==> config.mk <==
export PLATFORM = sky130hd
export DESIGN_NAME = pc_sequencer
export DESIGN_NICKNAME = d
export VERILOG_FILES = /design/src/rtl/pc_sequencer.sv
export SDC_FILE = /design/constraint.sdc
export NUM_CORES = 1
export LEC_CHECK = 0
export ABC_AREA = 1
export CAP_MARGIN = 20
export CORE_ASPECT_RATIO = 1.5
export CORE_UTILIZATION = 45
export DETAILED_ROUTE_END_ITERATION = 10
export GPL_TIMING_DRIVEN = 0
export PLACE_DENSITY = 0.76
export SLEW_MARGIN = 20
export SYNTH_ARGS = -nofsm -noshare
export SYNTH_HDL_FRONTEND = slang
export SYNTH_SLANG_ARGS = --single-unit
==> constraint.sdc <==
create_clock -name clk -period 2.7 [get_ports clk]
set_clock_uncertainty 0.15 [all_clocks]
set_input_delay 0.81 -clock clk [delete_from_list [all_inputs] [get_ports clk]]
set_output_delay 0.81 -clock clk [all_outputs]
set_load 0.05 [all_outputs]
==> src/rtl/pc_sequencer.sv <==
// Program-counter unit with stall, PC-relative branch adder and optional return-address stack.
// Define PC_SEQ_RAS_EN to build the RAS; without it ret always jumps to qs and call is ignored.
module pc_sequencer #(
    parameter int             PB        = 32,
    parameter int             N         = 32,
    parameter int             IMM_BITS  = 26,
    parameter int             RAS_DEPTH = 4,
    parameter logic [PB-1:0]  RESET_PC  = '0
) (
    input  logic                clk,
    input  logic                rst_n,
    input  logic                stall,
    input  logic [1:0]          sel,
    input  logic                br_taken,
    input  logic [IMM_BITS-1:0] imm,
    input  logic [N-1:0]        qs,
    input  logic                call,
    input  logic                ret,
    output logic [PB-1:0]       pc,
    output logic [PB-1:0]       pc_plus1,
    output logic                redirect,
    output logic                ras_empty,
    output logic                ras_full,
    output logic                ras_ovf
);

    localparam logic [PB-1:0] PC_ONE = PB'(1);

    typedef enum logic [1:0] {
        SEL_SEQ    = 2'b00,
        SEL_JIMM   = 2'b01,
        SEL_JREG   = 2'b10,
        SEL_BRANCH = 2'b11
    } sel_e;

    function automatic logic [PB-1:0] sext_imm(input logic [IMM_BITS-1:0] v);
        logic signed [IMM_BITS-1:0] s;
        s = v;
        return PB'(s);
    endfunction

    function automatic logic [PB-1:0] branch_target(input logic [PB-1:0] base,
                                                    input logic [IMM_BITS-1:0] off);
        logic signed [PB-1:0] sum;
        sum = $signed(base) + $signed(sext_imm(off));
        return sum;
    endfunction

    logic [PB-1:0] pc_q, pc_d;
    logic          redirect_q, redirect_d;
    logic [PB-1:0] sel_tgt;
    logic          sel_redir;

    assign pc       = pc_q;
    assign pc_plus1 = pc_q + PC_ONE;
    assign redirect = redirect_q;

    always_comb begin
        sel_tgt   = pc_plus1;
        sel_redir = 1'b0;
        case (sel_e'(sel))
            SEL_SEQ: begin
                sel_tgt   = pc_plus1;
                sel_redir = 1'b0;
            end
            SEL_JIMM: begin
                sel_tgt   = PB'(imm);
                sel_redir = 1'b1;
            end
            SEL_JREG: begin
                sel_tgt   = qs[PB-1:0];
                sel_redir = 1'b1;
            end
            SEL_BRANCH: begin
                sel_tgt   = br_taken ? branch_target(pc_plus1, imm) : pc_plus1;
                sel_redir = br_taken;
            end
            default: ;
        endcase
    end

`ifdef PC_SEQ_RAS_EN
    localparam int AW = (RAS_DEPTH > 1) ? $clog2(RAS_DEPTH) : 1;
    localparam int CW = AW + 1;
    localparam logic [CW-1:0] CNT_FULL = CW'(RAS_DEPTH);

    logic [PB-1:0] ras_q [RAS_DEPTH];
    logic [AW-1:0] wp_q, wp_d;
    logic [CW-1:0] cnt_q, cnt_d;
    logic          ovf_q, ovf_d;
    logic          ras_we;
    logic [AW-1:0] ras_wa;
    logic [AW-1:0] top_idx;
    logic          unused_qs;

    assign unused_qs = ^qs;
    assign top_idx   = wp_q - AW'(1);

    // Pointer wp_q names the next free slot; the top entry sits just below it.
    always_comb begin
        pc_d       = pc_q;
        redirect_d = 1'b0;
        wp_d       = wp_q;
        cnt_d      = cnt_q;
        ovf_d      = ovf_q;
        ras_we     = 1'b0;
        ras_wa     = wp_q;
        if (!stall) begin
            if (ret) begin
                redirect_d = 1'b1;
                if (cnt_q != '0) begin
                    pc_d = ras_q[top_idx];
                    if (call) begin
                        ras_we = 1'b1;
                        ras_wa = top_idx;
                    end else begin
                        wp_d  = top_idx;
                        cnt_d = cnt_q - CW'(1);
                    end
                end else begin
                    pc_d = qs[PB-1:0];
                    if (call) begin
                        ras_we = 1'b1;
                        ras_wa = wp_q;
                        wp_d   = wp_q + AW'(1);
                        cnt_d  = CW'(1);
                    end
                end
            end else begin
                pc_d       = sel_tgt;
                redirect_d = sel_redir;
                if (call) begin
                    // A full stack overwrites its oldest entry, which is the slot at wp_q.
                    ras_we = 1'b1;
                    ras_wa = wp_q;
                    wp_d   = wp_q + AW'(1);
                    if (cnt_q == CNT_FULL) begin
                        ovf_d = 1'b1;
                    end else begin
                        cnt_d = cnt_q + CW'(1);
                    end
                end
            end
        end
    end

    always_ff @(posedge clk) begin
        if (ras_we) begin
            ras_q[ras_wa] <= pc_plus1;
        end
    end

    always_ff @(posedge clk or negedge rst_n) begin
        if (!rst_n) begin
            wp_q  <= '0;
            cnt_q <= '0;
            ovf_q <= 1'b0;
        end else begin
            wp_q  <= wp_d;
            cnt_q <= cnt_d;
            ovf_q <= ovf_d;
        end
    end

    assign ras_empty = (cnt_q == '0);
    assign ras_full  = (cnt_q == CNT_FULL);
    assign ras_ovf   = ovf_q;
`else
    logic unused_in;

    assign unused_in = ^{qs, call};

    always_comb begin
        pc_d       = pc_q;
        redirect_d = 1'b0;
        if (!stall) begin
            if (ret) begin
                pc_d       = qs[PB-1:0];
                redirect_d = 1'b1;
            end else begin
                pc_d       = sel_tgt;
                redirect_d = sel_redir;
            end
        end
    end

    assign ras_empty = 1'b1;
    assign ras_full  = 1'b0;
    assign ras_ovf   = 1'b0;
`endif

    always_ff @(posedge clk or negedge rst_n) begin
        if (!rst_n) begin
            pc_q       <= RESET_PC;
            redirect_q <= 1'b0;
        end else begin
            pc_q       <= pc_d;
            redirect_q <= redirect_d;
        end
    end

endmodule

==> results.cfg, run 1 <==
[yosys]
synthFlopType = dfrtp_1
synth-simple-area-share = 0.478
synth_largest_area_cell = nand2_1
ys_seq_elements = 33
synth_area_mm2 = 0.00598
synth_async_sr_flop_share = 1.00
synth_most_common_cell = nand2_1
ys_warn_count = 0
syn_avg_cell_area_um2 = 5.35
synth_fa_ha_area_frac = 0.0829
netlist_top_cells_area = nand2_1 (27%), dfrtp_1 (14%), inv_1 (10%)
synth_cell_types = 48
muxShareOfSynthArea = 0
synthXorXnorAreaFrac = 0.0220
synth_edf_count = 0
synth_top_family_by_area = simple AND/OR/NAND/NOR gates
ys_seq_area_frac = 0.138
synthTopCellsByCount = nand2_1 (426), inv_1 (167), nor2_1 (117)
synth_top_area_share = 0.268
postSynthCellCount = 1118
synth-compound-area-share = 0.140

[timing]
setup-violations-final = 56
period_minus_slack_ns = 3.38
fmaxAchievable_mhz = 296
rsz0062_at_grt = yes
slew_violations = 0
tightestPinTransition_ns = 0.667
slew_headroom = 0.555
finalHoldViolCount = 0
holdWs_ns = 0.195
fin_crit_sh = 1.25
setup_slack_ns = -0.681

[worst_setup_path]
criticalPathCategory = reg -> reg
worstReg2RegStart = pc[10]$_DFFE_PN0N_
timing.rr.end = pc[26]$_DFFE_PN0N_
cpMostUsedCell = nand2_1
cpPeakStageDelay_ns = 0.45
critPathCaptureType = flip-flop
worst-endpoint-required_ns = 2.72
crit_chain = nand2_1 -> nor2_2 -> nand2_2 -> nor2_4 -> buf_12 -> xor2_4 -> ha_4 -> nand2_4 -> inv_1 -> nand2_1 -> nand3_1 -> nand2_1 -> nand2_2 -> a21oi_2 -> nand3_1 -> nand3_2 -> nand2_1 -> nand2_1 -> nand2_1 -> nand2_1 -> nand2_1
cp_top_family = simple AND/OR/NAND/NOR gates
r2r_slack_ns = -0.68
cp_num_cells = 21
critPathMaxFanout = 5
arrival_ns = 3.40
start_kind = flip-flop
worstRegToRegCells = 21
crit_slowest_cell = dfrtp_4
critical_path_buf_inv_count = 2

[cells_and_area]
instances_no_fill = 1498
multi_input_area_mm2 = 0.00606
fin_area_mm2 = 0.0103
regArea_um2 = 866
layout-area-overhead-vs-synth_pct = 72.6
nets = 1443
num-fill-cells = 901
drive_gt1_frac = 0.370
diodes = 0

[global_routing]
antenna_found_initial = 0
grt_max_degree = 30
overflow = 0
grt_usage = 0.382
grt_pass1_vias = 7696
grt_pass1_wl_um = 39500

[detailed_routing]
drc = 0
viasPerCell = 5.68
detail-route-antenna-nets = 0
drt_first_pass_iters = 6
wl_per_cell_um = 19.2
num_vias = 8509
drt_iter0_drc = 749
routed_wl_um = 28700

[flow_run]
cap_violations = 0

[power_and_ir_drop]
power_density_mw_per_mm2 = 459
power.share.combinational = 0.723
switching_share = 0.521
internal-power_w = 0.00226
p_switching_w = 0.00247
power_frac_seq = 0.147
p_leak_nw = 4.83
p_clk_frac = 0.131
ir_drop_mv = 0.397

[worst_hold_path]
hold_class = in -> async

[clock_network]
ctsHoldBuffers = 0
clkTransAtPathRegs_ns = 0.06
cts-root-buf = clkbuf_16
clk_path_buf_depth = 2
clk_latency_ns = 0.29
htree_num_levels = 2
cts.sinks = 33
cts_tree = built
numCtsBuffers = 5

[placed_design]
place.gp.congestion = 0.959
io_buffers = 128
place_inst = 1407
dpl_cell_area_mm2 = 0.00810
dp_hpwl_um = 20300

[floorplanning]
core.rowCount = 51
dieHeight_um = 143
initial_core_util = 0.461
coreArea_mm2 = 0.0130
dieArea_mm2 = 0.0138
boundaryPins = 134
fp.dieW_um = 96.1

[outcome]
status = finished, violations left
failed_checks = negative setup slack
-- cells by family after synthesis --
| logic type | count (synthesis) |
|---|---|
| AO/OA/AOI/OAI | 145 |
| other | 2 |
| buffers and inverters | 204 |
| XOR/XNOR | 15 |
| AND/OR/NAND/NOR | 680 |
| flip-flops | 33 |
| adder cells (fa/ha/maj) | 39 |
-- per-layer routing --
metal	part of all wire	wire length [um]	global-route usage
met3	0.077	2210	0.0319
met5	0	0	0
met2	0.50	14200	0.664
met1	0.37	10700	0.466
met4	0.056	1620	0.179
-- worst max-delay path by stage --
stage	start	to	slack, ns
after global placement	imm[0]	pc[30]$_DFFE_PN0N_	-0.94
after global routing	pc[6]$_DFFE_PN0N_	pc[25]$_DFFE_PN0N_	-0.77
after CTS	pc[0]$_DFFE_PN0N_	pc[27]$_DFFE_PN0N_	-0.52
after detailed placement	imm[0]	pc[30]$_DFFE_PN0N_	-0.93
after floorplan	pc[1]$_DFFE_PN0N_	pc[13]$_DFFE_PN0N_	-0.48
final	pc[10]$_DFFE_PN0N_	pc[26]$_DFFE_PN0N_	-0.68
-- registers in the layout, indices dropped and copies added (netlist names) --
signal / cells
pc: 32
redirect: 1
-- power groups by stage --
stage	logic (W)	registers (W)	clock network [W]
floorplan	0.00151	0.000894	0
global placement	0.00246	0.000697	0
detailed placement	0.00248	0.000698	0
CTS	0.00292	0.000675	0.000609
global route	0.00361	0.000702	0.000631
finish	0.00342	0.000694	0.000618
-- layout make-up --
cell class | count | share of cell area
flip-flops and latches | 33 | 0.0840
repair buffers | 214 | 0.207
plain buffers | 27 | 0.0167
well taps | 159 | 0.0193
clock inverters | 1 | 0.000485
multi-input cells | 882 | 0.588
inverters | 175 | 0.0695
clock buffers | 7 | 0.0148
-- placed cells by master, fill, tap and decap left out, drive strengths merged, types with 2 or more instances in the layout --
cell	instances
a21o	3
a21oi	54
a221oi	12
a22oi	2
a31oi	2
and2	2
buf	122
clkbuf	26
clkdlybuf4s50	90
clkinv	4
clkinvlp	8
conb	3
dfrtp	33
dlygate4sd2	6
ha	38
inv	164
nand2	436
nand3	83
nand3b	2
nand4	6
nor2	127
nor3	17
o211ai	6
o21ai	55
o21bai	7
or2	5
xor2	14
-- per-stage QoR --
stage / total power, W / setup WS, ns / util / setup TNS (ns)
6_report: 0.00473 / -0.681 / 0.796 / -20.62
5_1_grt: 0.00494 / -0.772 / 0.796 / -24.74
4_1_cts: 0.00420 / -0.522 / 0.720 / -14.68
3_5_place_dp: 0.00318 / -0.932 / 0.625 / -35.60
3_3_place_gp: 0.00316 / -0.939 / 0.624 / -38.65
2_1_floorplan: 0.00240 / -0.479 / - / -8.83
-- timing repair --
action	4_1_cts	5_1_grt
pin swaps	69	118
resized for setup	378	190
hold endpoints to repair	0	0
endpoints found under the setup margin	64	62
buffers inserted	53	32
No activity file was read; power rests on OpenSTA's default activity.
==> inputs of run 2 (changes only) <==
--- a/config.mk
+++ b/config.mk
@@ -7,11 +7,14 @@
 export LEC_CHECK = 0
 export ABC_AREA = 1
 export CAP_MARGIN = 20
+export CELL_PAD_IN_SITES_DETAIL_PLACEMENT = 1
+export CELL_PAD_IN_SITES_GLOBAL_PLACEMENT = 1
 export CORE_ASPECT_RATIO = 1.5
-export CORE_UTILIZATION = 45
+export CORE_UTILIZATION = 31
 export DETAILED_ROUTE_END_ITERATION = 10
 export GPL_TIMING_DRIVEN = 0
-export PLACE_DENSITY = 0.76
+export MAX_ROUTING_LAYER = met4
+export PLACE_DENSITY = 0.8
 export SLEW_MARGIN = 20
 export SYNTH_ARGS = -nofsm -noshare
 export SYNTH_HDL_FRONTEND = slang
==> results.cfg, run 2 (synthesis results as in run 1) <==
[worst_setup_path]
timing.rr.end = pc[15]$_DFFE_PN0N_
critPathCaptureType = flip-flop
cpPeakStageDelay_ns = 0.41
r2r_slack_ns = -0.71
arrival_ns = 3.45
crit_chain = nand2_1 -> nor3_4 -> nand2_2 -> nor2_4 -> buf_4 -> xor2_4 -> ha_4 -> nand2_1 -> nand2_1 -> nand2_1 -> nand2_2 -> a21oi_2 -> nand2_2 -> or2_4 -> nand3_1 -> nand3_1 -> o21ai_1 -> nand2_1 -> nand2_1 -> nand2_1
worst-endpoint-required_ns = 2.73
cp_top_family = simple AND/OR/NAND/NOR gates
worstReg2RegStart = pc[7]$_DFFE_PN0N_
cpMostUsedCell = nand2_1
worstRegToRegCells = 20
critPathMaxFanout = 4
crit_slowest_cell = dfrtp_2
start_kind = flip-flop
criticalPathCategory = reg -> reg
critical_path_buf_inv_count = 1

[cells_and_area]
final_common_cell = nand2_1
drive_gt1_frac = 0.398
num-fill-cells = 2363
largest_reg_flops = 32
layout-area-overhead-vs-synth_pct = 80.9
fin_area_mm2 = 0.0108
final_util = 0.578
instances_no_fill = 1622
final_cell_mix = nand2_1 (333), inv_1 (126), buf_4 (90), clkdlybuf4s50_1 (88), nor2_1 (78)
diodes = 0
nets = 1474

[placed_design]
dp_hpwl_um = 24300
place_inst = 1500
place.gp.congestion = 0.930
io_buffers = 128
dpl_cell_area_mm2 = 0.00821

[timing]
fin_crit_sh = 1.26
rsz0062_at_grt = yes
setup_slack_ns = -0.715
fmaxAchievable_mhz = 293
tns_ns = -24.08
slew_headroom = 0.521
tightestPinTransition_ns = 0.718
setup-violations-final = 56
slew_violations = 0
period_minus_slack_ns = 3.41
finalHoldViolCount = 0

[global_routing]
grt_busiest_layer = met2
overflow = 0
antenna_found_initial = 0
grt_max_degree = 31
grt_pass1_wl_um = 48000
grt_usage = 0.335
grt_pass1_vias = 8499
met1_usage = 0.375
grtUsageMet2 = 0.601
gr-usage-met3 = 0.0207

[floorplanning]
dieHeight_um = 172
dieArea_mm2 = 0.0198
fp.dieW_um = 115
initial_core_util = 0.320
boundaryPins = 134
core.rowCount = 61
coreArea_mm2 = 0.0187

[detailed_routing]
wl_per_cell_um = 23.1
detail-route-antenna-nets = 0
drc = 0
drt_iter0_drc = 639
num_vias = 8963
drt_first_pass_iters = 6
viasPerCell = 5.53
routed_wl_um = 37500

[clock_network]
htree_num_levels = 2
cts.sinks = 33
cts-root-buf = clkbuf_16
clkTransAtPathRegs_ns = 0.06
numCtsBuffers = 5
clk_latency_ns = 0.30
clk_path_buf_depth = 2
cts_tree = built
ctsHoldBuffers = 0

[worst_hold_path]
hold_class = in -> async

[flow_run]
cap_violations = 0

[power_and_ir_drop]
power_density_mw_per_mm2 = 461
ir_drop_mv = 0.518
p_total_w = 0.00498
p_leak_nw = 5.07

[outcome]
failed_checks = negative setup slack
status = finished, violations left
[run 2: final cells by class]
class                   count  area, um^2  share of cell area
plain buffers              27         181              0.0168
clock buffers               6         129              0.0119
clock inverters             2        10.0            0.000926
inverters                 175         714              0.0661
multi-input cells         882        6170               0.571
flip-flops and latches     33         866              0.0801
well taps                 252         315              0.0292
repair buffers            245        2420               0.224
[run 2: what timing repair did]
action / 4_1_cts / 5_1_grt
gates resized for setup: 422 / 204
pin swaps: 71 / 80
hold endpoints to repair: 0 / 0
setup endpoints to repair: 64 / 64
buffers inserted: 63 / 54
[run 2: layer usage]
layer	routed length [um]	vias up
met5	0	-
met4	2340	0
met3	1790	170
met2	19300	409
met1	14000	4382
li1	-	4002
[run 2: power breakdown]
group          total (W)  leakage (nW)  switching (W)  internal (W)
registers       0.000698         0.372       0.000128      0.000569
clock network   0.000590        0.0706       0.000250      0.000339
logic            0.00369          4.63        0.00229       0.00141
[run 2: how the worst max path moves through the flow]
stage                                  start                  to  slack, ns  cells after the start
final                      pc[7]$_DFFE_PN0N_  pc[15]$_DFFE_PN0N_      -0.71                     20
after global routing       pc[7]$_DFFE_PN0N_  pc[15]$_DFFE_PN0N_      -0.90                     20
after CTS                  pc[0]$_DFFE_PN0N_  pc[27]$_DFFE_PN0N_      -0.58                     23
after detailed placement  pc[10]$_DFFE_PN0N_  pc[26]$_DFFE_PN0N_      -1.12                     21
after global placement     pc[0]$_DFFE_PN0N_  pc[26]$_DFFE_PN0N_      -1.07                     22
after floorplan            pc[1]$_DFFE_PN0N_  pc[13]$_DFFE_PN0N_      -0.48                     20
[run 2: per-stage QoR]
step           setup slack [ns]  hold WS [ns]
2_1_floorplan            -0.479         0.364
3_3_place_gp              -1.07         0.391
3_5_place_dp              -1.12         0.396
4_1_cts                  -0.578         0.180
5_1_grt                  -0.902         0.185
6_report                 -0.715         0.175
